## config.mk

```make
export PLATFORM = sky130hd
export DESIGN_NAME = sao_apply_pixel_pipe_flat
export DESIGN_NICKNAME = d
export VERILOG_FILES = /design/src/rtl/sao_apply_pixel_pipe_if.sv /design/src/rtl/sao_apply_pixel_pipe.sv /design/src/flat_wrapper.sv
export SDC_FILE = /design/constraint.sdc
export NUM_CORES = 1
export LEC_CHECK = 0
export BUFFER_PORTS_ARGS = -buffer_cell sky130_fd_sc_hd__buf_4
export CORE_MARGIN = 3
export CORE_UTILIZATION = 43
export CTS_BUF_LIST = sky130_fd_sc_hd__clkbuf_16
export CTS_CLUSTER_SIZE = 24
export DETAILED_ROUTE_END_ITERATION = 7
export HOLD_SLACK_MARGIN = 0.05
export PLACE_DENSITY = 0.62
export RECOVER_POWER = 100
export SLEW_MARGIN = 20
export SYNTH_ARGS = -nofsm -noshare
export SYNTH_HDL_FRONTEND = slang
export SYNTH_SLANG_ARGS = --single-unit
```

## constraint.sdc

```tcl
create_clock -name clk -period 6.5 [get_ports clk]
set_input_delay 1.3 -clock clk [delete_from_list [all_inputs] [get_ports clk]]
set_output_delay 1.3 -clock clk [all_outputs]
set_load 0.01 [all_outputs]
```

## src/rtl/sao_apply_pixel_pipe_if.sv

```systemverilog
// Bundles the SAO applier's parameter, pixel-input and pixel-output handshakes.
// The master side is the producer/consumer environment, and the slave side is the applier.
interface sao_apply_pixel_pipe_if #(
    parameter int unsigned BitDepth    = 8,
    parameter int unsigned DiffClipBit = 4
);
    logic                           par_valid;
    logic                           par_ready;
    logic [1:0]                     par_type;
    logic [4:0]                     par_band_pos;
    logic [4*(DiffClipBit+1)-1:0]   par_offset;
    logic [15:0]                    par_num_pix;

    logic                           in_valid;
    logic                           in_ready;
    logic [BitDepth-1:0]            rec_l;
    logic [BitDepth-1:0]            rec_m;
    logic [BitDepth-1:0]            rec_r;

    logic                           out_valid;
    logic                           out_ready;
    logic [BitDepth-1:0]            out_pix;
    logic                           out_last;

    modport master (
        output par_valid, par_type, par_band_pos, par_offset, par_num_pix,
        input  par_ready,
        output in_valid, rec_l, rec_m, rec_r,
        input  in_ready,
        input  out_valid, out_pix, out_last,
        output out_ready
    );

    modport slave (
        input  par_valid, par_type, par_band_pos, par_offset, par_num_pix,
        output par_ready,
        input  in_valid, rec_l, rec_m, rec_r,
        output in_ready,
        output out_valid, out_pix, out_last,
        input  out_ready
    );
endinterface

```

## src/rtl/sao_apply_pixel_pipe.sv

```systemverilog
// Decoder-side SAO offset applier: latches one CTU's parameters, then classifies each
// reconstructed pixel (stage 1) and adds the clipped category offset (stage 2).
module sao_apply_pixel_pipe #(
    parameter int unsigned BitDepth    = 8,
    parameter int unsigned DiffClipBit = 4
) (
    input logic                   clk,
    input logic                   rst_n,
    sao_apply_pixel_pipe_if.slave bus
);
    localparam int unsigned OffW = DiffClipBit + 1;
    localparam int unsigned SumW = BitDepth + 2;

    typedef enum logic [1:0] {StIdle, StRun, StDrain} state_e;

    state_e                state_q;
    logic                  par_ready_q;
    logic [1:0]            type_q;
    logic [4:0]            band_pos_q;
    logic [4*OffW-1:0]     offset_q;
    logic [15:0]           num_pix_q;
    logic [15:0]           in_cnt_q;

    logic                  s1_valid_q;
    logic [BitDepth-1:0]   s1_pix_q;
    logic [2:0]            s1_cat_q;
    logic                  s1_last_q;

    logic                  out_valid_q;
    logic [BitDepth-1:0]   out_pix_q;
    logic                  out_last_q;

    logic                  s2_adv;
    logic                  in_ready;
    logic                  in_fire;
    logic                  out_fire;
    logic                  in_last;

    assign s2_adv   = !out_valid_q || bus.out_ready;
    assign in_ready = (state_q == StRun) && (!s1_valid_q || s2_adv);
    assign in_fire  = bus.in_valid && in_ready;
    assign out_fire = out_valid_q && bus.out_ready;
    assign in_last  = (in_cnt_q == num_pix_q - 16'd1);

    // Stage 1: category from the incoming triple and the latched parameters
    logic [2:0]        cat_d;
    logic signed [2:0] sl, sr, s_sum;
    logic [4:0]        band, band_k;

    always_comb begin
        cat_d  = 3'd0;
        sl     = (bus.rec_m > bus.rec_l) ? 3'sd1 : ((bus.rec_m < bus.rec_l) ? -3'sd1 : 3'sd0);
        sr     = (bus.rec_m > bus.rec_r) ? 3'sd1 : ((bus.rec_m < bus.rec_r) ? -3'sd1 : 3'sd0);
        s_sum  = sl + sr;
        band   = bus.rec_m[BitDepth-1 -: 5];
        band_k = band - band_pos_q;
        if (type_q == 2'd2) begin
            case (s_sum)
                -3'sd2:  cat_d = 3'd1;
                -3'sd1:  cat_d = 3'd2;
                3'sd1:   cat_d = 3'd3;
                3'sd2:   cat_d = 3'd4;
                default: cat_d = 3'd0;
            endcase
        end else if (type_q == 2'd1) begin
            if (band_k < 5'd4) cat_d = {1'b0, band_k[1:0]} + 3'd1;
        end
    end

    // Stage 2: offset add in a signed range wide enough to see both clip directions
    logic [1:0]          off_idx;
    logic [OffW-1:0]     off_sel;
    logic [SumW-1:0]     sum;
    logic [BitDepth-1:0] pix_clip;

    always_comb begin
        off_idx  = s1_cat_q[1:0] - 2'd1;
        off_sel  = (s1_cat_q == 3'd0) ? '0 : offset_q[off_idx*OffW +: OffW];
        sum      = {2'b00, s1_pix_q} + {{(SumW-OffW){off_sel[OffW-1]}}, off_sel};
        if (sum[SumW-1])      pix_clip = '0;
        else if (sum[SumW-2]) pix_clip = '1;
        else                  pix_clip = sum[BitDepth-1:0];
    end

    always_ff @(posedge clk or negedge rst_n) begin
        if (!rst_n) begin
            state_q     <= StIdle;
            par_ready_q <= 1'b1;
            type_q      <= 2'd0;
            band_pos_q  <= 5'd0;
            offset_q    <= '0;
            num_pix_q   <= 16'd0;
            in_cnt_q    <= 16'd0;
            s1_valid_q  <= 1'b0;
            s1_pix_q    <= '0;
            s1_cat_q    <= 3'd0;
            s1_last_q   <= 1'b0;
            out_valid_q <= 1'b0;
            out_pix_q   <= '0;
            out_last_q  <= 1'b0;
        end else begin
            case (state_q)
                StIdle: begin
                    if (bus.par_valid && par_ready_q) begin
                        type_q     <= bus.par_type;
                        band_pos_q <= bus.par_band_pos;
                        offset_q   <= bus.par_offset;
                        num_pix_q  <= bus.par_num_pix;
                        in_cnt_q   <= 16'd0;
                        // An empty pass is consumed without leaving idle
                        if (bus.par_num_pix != 16'd0) begin
                            state_q     <= StRun;
                            par_ready_q <= 1'b0;
                        end
                    end
                end
                StRun: begin
                    if (in_fire && in_last) state_q <= StDrain;
                end
                StDrain: begin
                    if (out_fire && out_last_q) begin
                        state_q     <= StIdle;
                        par_ready_q <= 1'b1;
                    end
                end
                default: state_q <= StIdle;
            endcase

            if (in_fire) in_cnt_q <= in_cnt_q + 16'd1;

            if (s2_adv) begin
                out_valid_q <= s1_valid_q;
                out_last_q  <= s1_valid_q && s1_last_q;
                if (s1_valid_q) out_pix_q <= pix_clip;
            end

            if (!s1_valid_q || s2_adv) begin
                s1_valid_q <= in_fire;
                if (in_fire) begin
                    s1_pix_q  <= bus.rec_m;
                    s1_cat_q  <= cat_d;
                    s1_last_q <= in_last;
                end
            end
        end
    end

    assign bus.par_ready = par_ready_q;
    assign bus.in_ready  = in_ready;
    assign bus.out_valid = out_valid_q;
    assign bus.out_pix   = out_pix_q;
    assign bus.out_last  = out_last_q;

endmodule

```

## src/flat_wrapper.sv

```systemverilog
// flat-port wrapper written by rule: the top's interface ports become plain ports
module sao_apply_pixel_pipe_flat 
#(
    parameter int unsigned BitDepth    = 8,
    parameter int unsigned DiffClipBit = 4
)
  (clk, rst_n, bus_par_valid, bus_par_type, bus_par_band_pos, bus_par_offset, bus_par_num_pix, bus_par_ready, bus_in_valid, bus_rec_l, bus_rec_m, bus_rec_r, bus_in_ready, bus_out_valid, bus_out_pix, bus_out_last, bus_out_ready);
  sao_apply_pixel_pipe_if #(.BitDepth(BitDepth), .DiffClipBit(DiffClipBit)) bus_i ();
  input logic clk;
  input logic rst_n;
  input wire logic [$bits(bus_i.par_valid)-1:0] bus_par_valid;
  input wire logic [$bits(bus_i.par_type)-1:0] bus_par_type;
  input wire logic [$bits(bus_i.par_band_pos)-1:0] bus_par_band_pos;
  input wire logic [$bits(bus_i.par_offset)-1:0] bus_par_offset;
  input wire logic [$bits(bus_i.par_num_pix)-1:0] bus_par_num_pix;
  output wire logic [$bits(bus_i.par_ready)-1:0] bus_par_ready;
  input wire logic [$bits(bus_i.in_valid)-1:0] bus_in_valid;
  input wire logic [$bits(bus_i.rec_l)-1:0] bus_rec_l;
  input wire logic [$bits(bus_i.rec_m)-1:0] bus_rec_m;
  input wire logic [$bits(bus_i.rec_r)-1:0] bus_rec_r;
  output wire logic [$bits(bus_i.in_ready)-1:0] bus_in_ready;
  output wire logic [$bits(bus_i.out_valid)-1:0] bus_out_valid;
  output wire logic [$bits(bus_i.out_pix)-1:0] bus_out_pix;
  output wire logic [$bits(bus_i.out_last)-1:0] bus_out_last;
  input wire logic [$bits(bus_i.out_ready)-1:0] bus_out_ready;
  assign bus_i.par_valid = bus_par_valid;
  assign bus_i.par_type = bus_par_type;
  assign bus_i.par_band_pos = bus_par_band_pos;
  assign bus_i.par_offset = bus_par_offset;
  assign bus_i.par_num_pix = bus_par_num_pix;
  assign bus_par_ready = bus_i.par_ready;
  assign bus_i.in_valid = bus_in_valid;
  assign bus_i.rec_l = bus_rec_l;
  assign bus_i.rec_m = bus_rec_m;
  assign bus_i.rec_r = bus_rec_r;
  assign bus_in_ready = bus_i.in_ready;
  assign bus_out_valid = bus_i.out_valid;
  assign bus_out_pix = bus_i.out_pix;
  assign bus_out_last = bus_i.out_last;
  assign bus_i.out_ready = bus_out_ready;
  sao_apply_pixel_pipe #(.BitDepth(BitDepth), .DiffClipBit(DiffClipBit)) u_core (.clk(clk), .rst_n(rst_n), .bus(bus_i));
endmodule
```

==> tab_implementation.tex <==
\begin{tabular}{lr}
\hline
Metric & Value \\
\hline
\multicolumn{2}{l}{\textbf{Setup path}} \\
Arrival time at the worst endpoint & around 4 ns \\
Crit-path max FO & 4 \\
Reg2Reg Launch Point & u\_core.s1\_cat\_q[0] \\
Worst R2R Setup Slack & $\sim$2.8 ns \\
Cell repeated most along the worst path & sky130\_fd\_sc\_hd\_\_a21oi\_1 \\
Setup CP Type & input port to flip-flop \\
Max stage delay cell, worst path & sky130\_fd\_sc\_hd\_\_fa\_1 \\
Critical path launch point type & input port \\
Logic depth of the worst register-to-register path & 12 \\
Required time of the worst setup path & roughly 6.7 ns \\
Endpoint of the worst register-to-register path & u\_core.bus.out\_pix[2] \\
Series of cell instances along the critical path & buf\_4 -> ha\_1 -> nor2b\_1 -> o21ai\_1 -> nand2b\_1 -> a21oi\_1 -> o21a\_1 -> or3\_1 -> ha\_1 -> inv\_1 -> fa\_1 -> nand2\_1 -> nor2\_1 -> a21oi\_1 -> nor2\_1 -> a311oi\_1 -> a21oi\_1 \\
Largest stage delay on the critical path & roughly 0.47 ns \\
Capturing element type of the critical path & flip-flop \\
\multicolumn{2}{l}{\textbf{Final layout}} \\
Area used by sequential logic in the layout & 2130 sq um \\
Area growth, synth to finish & 18.5\% \\
Share of post-route cells with drive strength above 1 & $\sim$14\% \\
Number of nets at the end of the flow & between 700 and 800 \\
Fill cells & roughly 1100 \\
Inserted Diodes & 0 \\
Multi-input combinational cell area & $\sim$2800 sq um \\
\multicolumn{2}{l}{\textbf{Yosys}} \\
Yosys warns & 0 \\
Async S/R FF share, synth & 100\% \\
Cell taking the most area after synthesis & sky130\_fd\_sc\_hd\_\_dfrtp\_1 \\
Number of enable-type register cells in the synthesized netlist & 0 \\
Most frequent cell after synthesis & sky130\_fd\_sc\_hd\_\_nand2\_1 \\
Post-synthesis xor/xnor area fraction & under 10\% \\
Cells after Synth & between 600 and 700 \\
Syn Std Cell Area & just over 5000 sq um \\
Post-synthesis share of cell area spent on and, or, nand and nor gates & between 20\% and 30\% \\
Top post-synthesis cells by area & sky130\_fd\_sc\_hd\_\_dfrtp\_1 (41\%), sky130\_fd\_sc\_hd\_\_nand2\_1 (13\%), sky130\_fd\_sc\_hd\_\_ha\_1 (8.2\%) \\
Compound-gate portion of the synthesized area & between 10\% and 20\% \\
Commonest cells in the netlist & sky130\_fd\_sc\_hd\_\_nand2\_1 (176), sky130\_fd\_sc\_hd\_\_dfrtp\_1 (84), sky130\_fd\_sc\_hd\_\_ha\_1 (34) \\
Dominant combinational cell family by area after synthesis & simple AND/OR/NAND/NOR gates \\
Yosys top cell area share & roughly two fifths \\
Flip-flop and latch count after synthesis & between 80 and 90 \\
Post-synthesis sequential area ratio & between 40\% and 50\% \\
Top flip-flop cell by instance count after synthesis & sky130\_fd\_sc\_hd\_\_dfrtp\_1 \\
Mux share of post-synthesis cell area & approximately 3.7\% \\
Adder and majority gate portion of the synthesized area & 9.36\% \\
Post-synthesis average cell area & around 8.6 sq um \\
Number of different library cells in the post-synthesis netlist & 56 \\
Net Count, Synth & $\sim$710 \\
\multicolumn{2}{l}{\textbf{Run}} \\
Number of max-cap violations & 1 \\
\multicolumn{2}{l}{\textbf{Global routing}} \\
Number of global-route vias before repair & roughly 4300 \\
Antenna violations before repair & 0 \\
Largest net degree at the start of global routing & 60 \\
First-pass GRT wire length & 19.9 mm \\
Residual overflow from global routing & 0 \\
All-Layer GR Usage & a little under a fifth \\
\multicolumn{2}{l}{\textbf{Floorplanning}} \\
I/O pin count & 84 \\
Core Region & roughly 12000 sq um \\
Die footprint & approximately 13000 sq um \\
Die Span X & 116 microns \\
Die extent in y & about 120 microns \\
Starting density of the core & between 40 and 50\% \\
Number of placement rows & 39 \\
\multicolumn{2}{l}{\textbf{Clock network}} \\
TritonCTS clock tree & done \\
Count of clock tree sinks & between 80 and 90 \\
Number of hold buffers added after CTS & 0 \\
Post-CTS setup buffer count & 0 \\
CTS resizes & 0 \\
Max Buffers Root-to-Sink & 2 \\
CTS root buffer & sky130\_fd\_sc\_hd\_\_clkbuf\_16 \\
Clock buffers created by TritonCTS & 9 \\
Clock insertion delay at the later pin of the skew report & between 0.3 and 0.4 ns \\
CTS H-tree lvls & 3 \\
Clock-pin slew of the registers on the worst-case setup and hold paths & $\sim$0.060 ns \\
\multicolumn{2}{l}{\textbf{Timing}} \\
Smallest hold slack & roughly 0.47 ns \\
Max-slew violation total from the final report & between 50 and 60 \\
Final setup violation count & 0 \\
Fin Setup TNS & 0 ns \\
Worst-case headroom to the max-slew limit & -16.7\% \\
Final hold violation count & 0 \\
Slew @ Worst Pin & 1.75 ns \\
Clock period minus final worst setup slack & just under 4 ns \\
Unrepaired setup endpoints after global routing & false \\
Final worst clock skew & 0.0102 ns \\
Post-route fraction of the period consumed by the critical path & just under 60\% \\
Timing-limited maximum frequency & roughly 260 MHz \\
\multicolumn{2}{l}{\textbf{Drt}} \\
\# DRC & 0 \\
Per-cell routed wire length & $\sim$14 microns \\
Final wirelength & 11.9 mm \\
Per-cell via count in the routed design & 5.21 \\
Remaining antenna violation count & 0 \\
Initial DRC count & between 200 and 250 \\
Count of vias placed by the detailed router & approximately 4300 \\
Number of detailed-route iterations in the first pass & 4 \\
\multicolumn{2}{l}{\textbf{Worst hold path}} \\
Capture endpoint of the worst hold path & u\_core.offset\_q[9] \\
Hold Path Class & flip-flop to flip-flop \\
Instance count along the most critical hold path & 2 \\
Worst min-delay path startpoint & u\_core.offset\_q[9] \\
\multicolumn{2}{l}{\textbf{Power and ir drop}} \\
PwrDens & 180 nW/um\^{}2 \\
Peak supply drop & approximately 0.15 mV \\
Leakage dissipation & roughly 3.2 nW \\
\multicolumn{2}{l}{\textbf{Outcome}} \\
Run status & finished with violations \\
Violations in the final reports & capacitance limit, slew limit \\
\multicolumn{2}{l}{\textbf{Placement}} \\
Detailed placement HPWL & 8.98 mm \\
Routability-driven placement congestion ratio & around 0.84 \\
Number of port buffers & 83 \\
\hline
\end{tabular}
## flip-flops by register name (all words and copies together) (netlist names)
register,count
u_core.s1_pix_q,8
u_core.bus.out_pix,8
u_core.type_q,2
u_core.band_pos_q,5
u_core.bus.par_ready,1
u_core.state_q,2
u_core.s1_valid_q,1
u_core.num_pix_q,16
u_core.s1_cat_q,3
u_core.s1_last_q,1
u_core.bus.out_last,1
u_core.bus.out_valid,1
u_core.offset_q,20
u_core.in_cnt_q,16
## worst max-delay path by stage
stage                 startpoint                  to  slack [ns]  cells after the start
finish              bus_rec_m[1]  u_core.s1_cat_q[0]        2.66                     17
global route        bus_rec_m[1]  u_core.s1_cat_q[0]        2.41                     17
CTS                 bus_rec_m[1]  u_core.s1_cat_q[0]        2.67                     17
detailed placement  bus_rec_m[1]  u_core.s1_cat_q[0]        2.31                     17
global placement    bus_rec_m[1]  u_core.s1_cat_q[0]        2.46                     17
floorplan           bus_rec_r[1]  u_core.s1_cat_q[0]        2.70                     17
## final cells by class
type / count / area share [%]
clock buffer: 9 / 3.67
timing repair buffer: 85 / 9.65
tap: 143 / 2.91
inverter: 34 / 2.08
multi-input combinational: 461 / 46.1
sequential: 85 / 34.6
clock inverter: 7 / 0.937
## metrics by stage
stage | area, sq um | std cells | util (%) | power, mW | setup slack [ns]
after floorplan | 5180 | 602 | - | 0.571 | 2.70
after global placement | 5910 | 808 | 50.9 | 0.625 | 2.46
after detailed placement | 5910 | 808 | 50.9 | 0.627 | 2.31
after CTS | 6190 | 824 | 53.3 | 1.12 | 2.67
after global routing | 6140 | 824 | 52.9 | 1.15 | 2.41
final | 6140 | 824 | 52.9 | 1.11 | 2.66
## metal layers
layer  track usage, %  share of wire [%]  vias up
met3             2.66                4.2        8
met1             27.1                 51     2018
met4             6.96                1.1        0
met5                0                  0        -
met2             28.0                 44       85
li1                 -                  -     2182
## report_power, final
group          total [mW]  internal (mW)  leakage (nW)  switching (mW)
Combinational      0.0869         0.0456          1.89          0.0413
Sequential          0.529          0.529          1.14               0
Clock               0.493          0.292         0.139           0.201
## kinds of logic after synthesis
family	count (synthesis)
XOR/XNOR	34
flip-flops	85
AO/OA/AOI/OAI	90
adder cells (fa/ha/maj)	37
AND/OR/NAND/NOR	287
multiplexers	13
buffers and inverters	56
## placed cells by master (no fill, tap or decap), drive strengths merged, types with 12 or more instances in the layout
cell	n
clkbuf	23
a21oi	16
nand3	21
nand4	12
ha	34
xor2	16
dfrtp	84
nand2	177
buf	71
inv	35
nor2	26
xnor2	18
o21ai	39
## critical path, delay by kind of cell
kind            cells  cell delay (ns)
simple gates        6             0.78
compound gates      6             0.79
buf+inv             2             0.18
fa+ha+maj           3             0.97
Note: power is estimated with default switching activity, not from simulation.
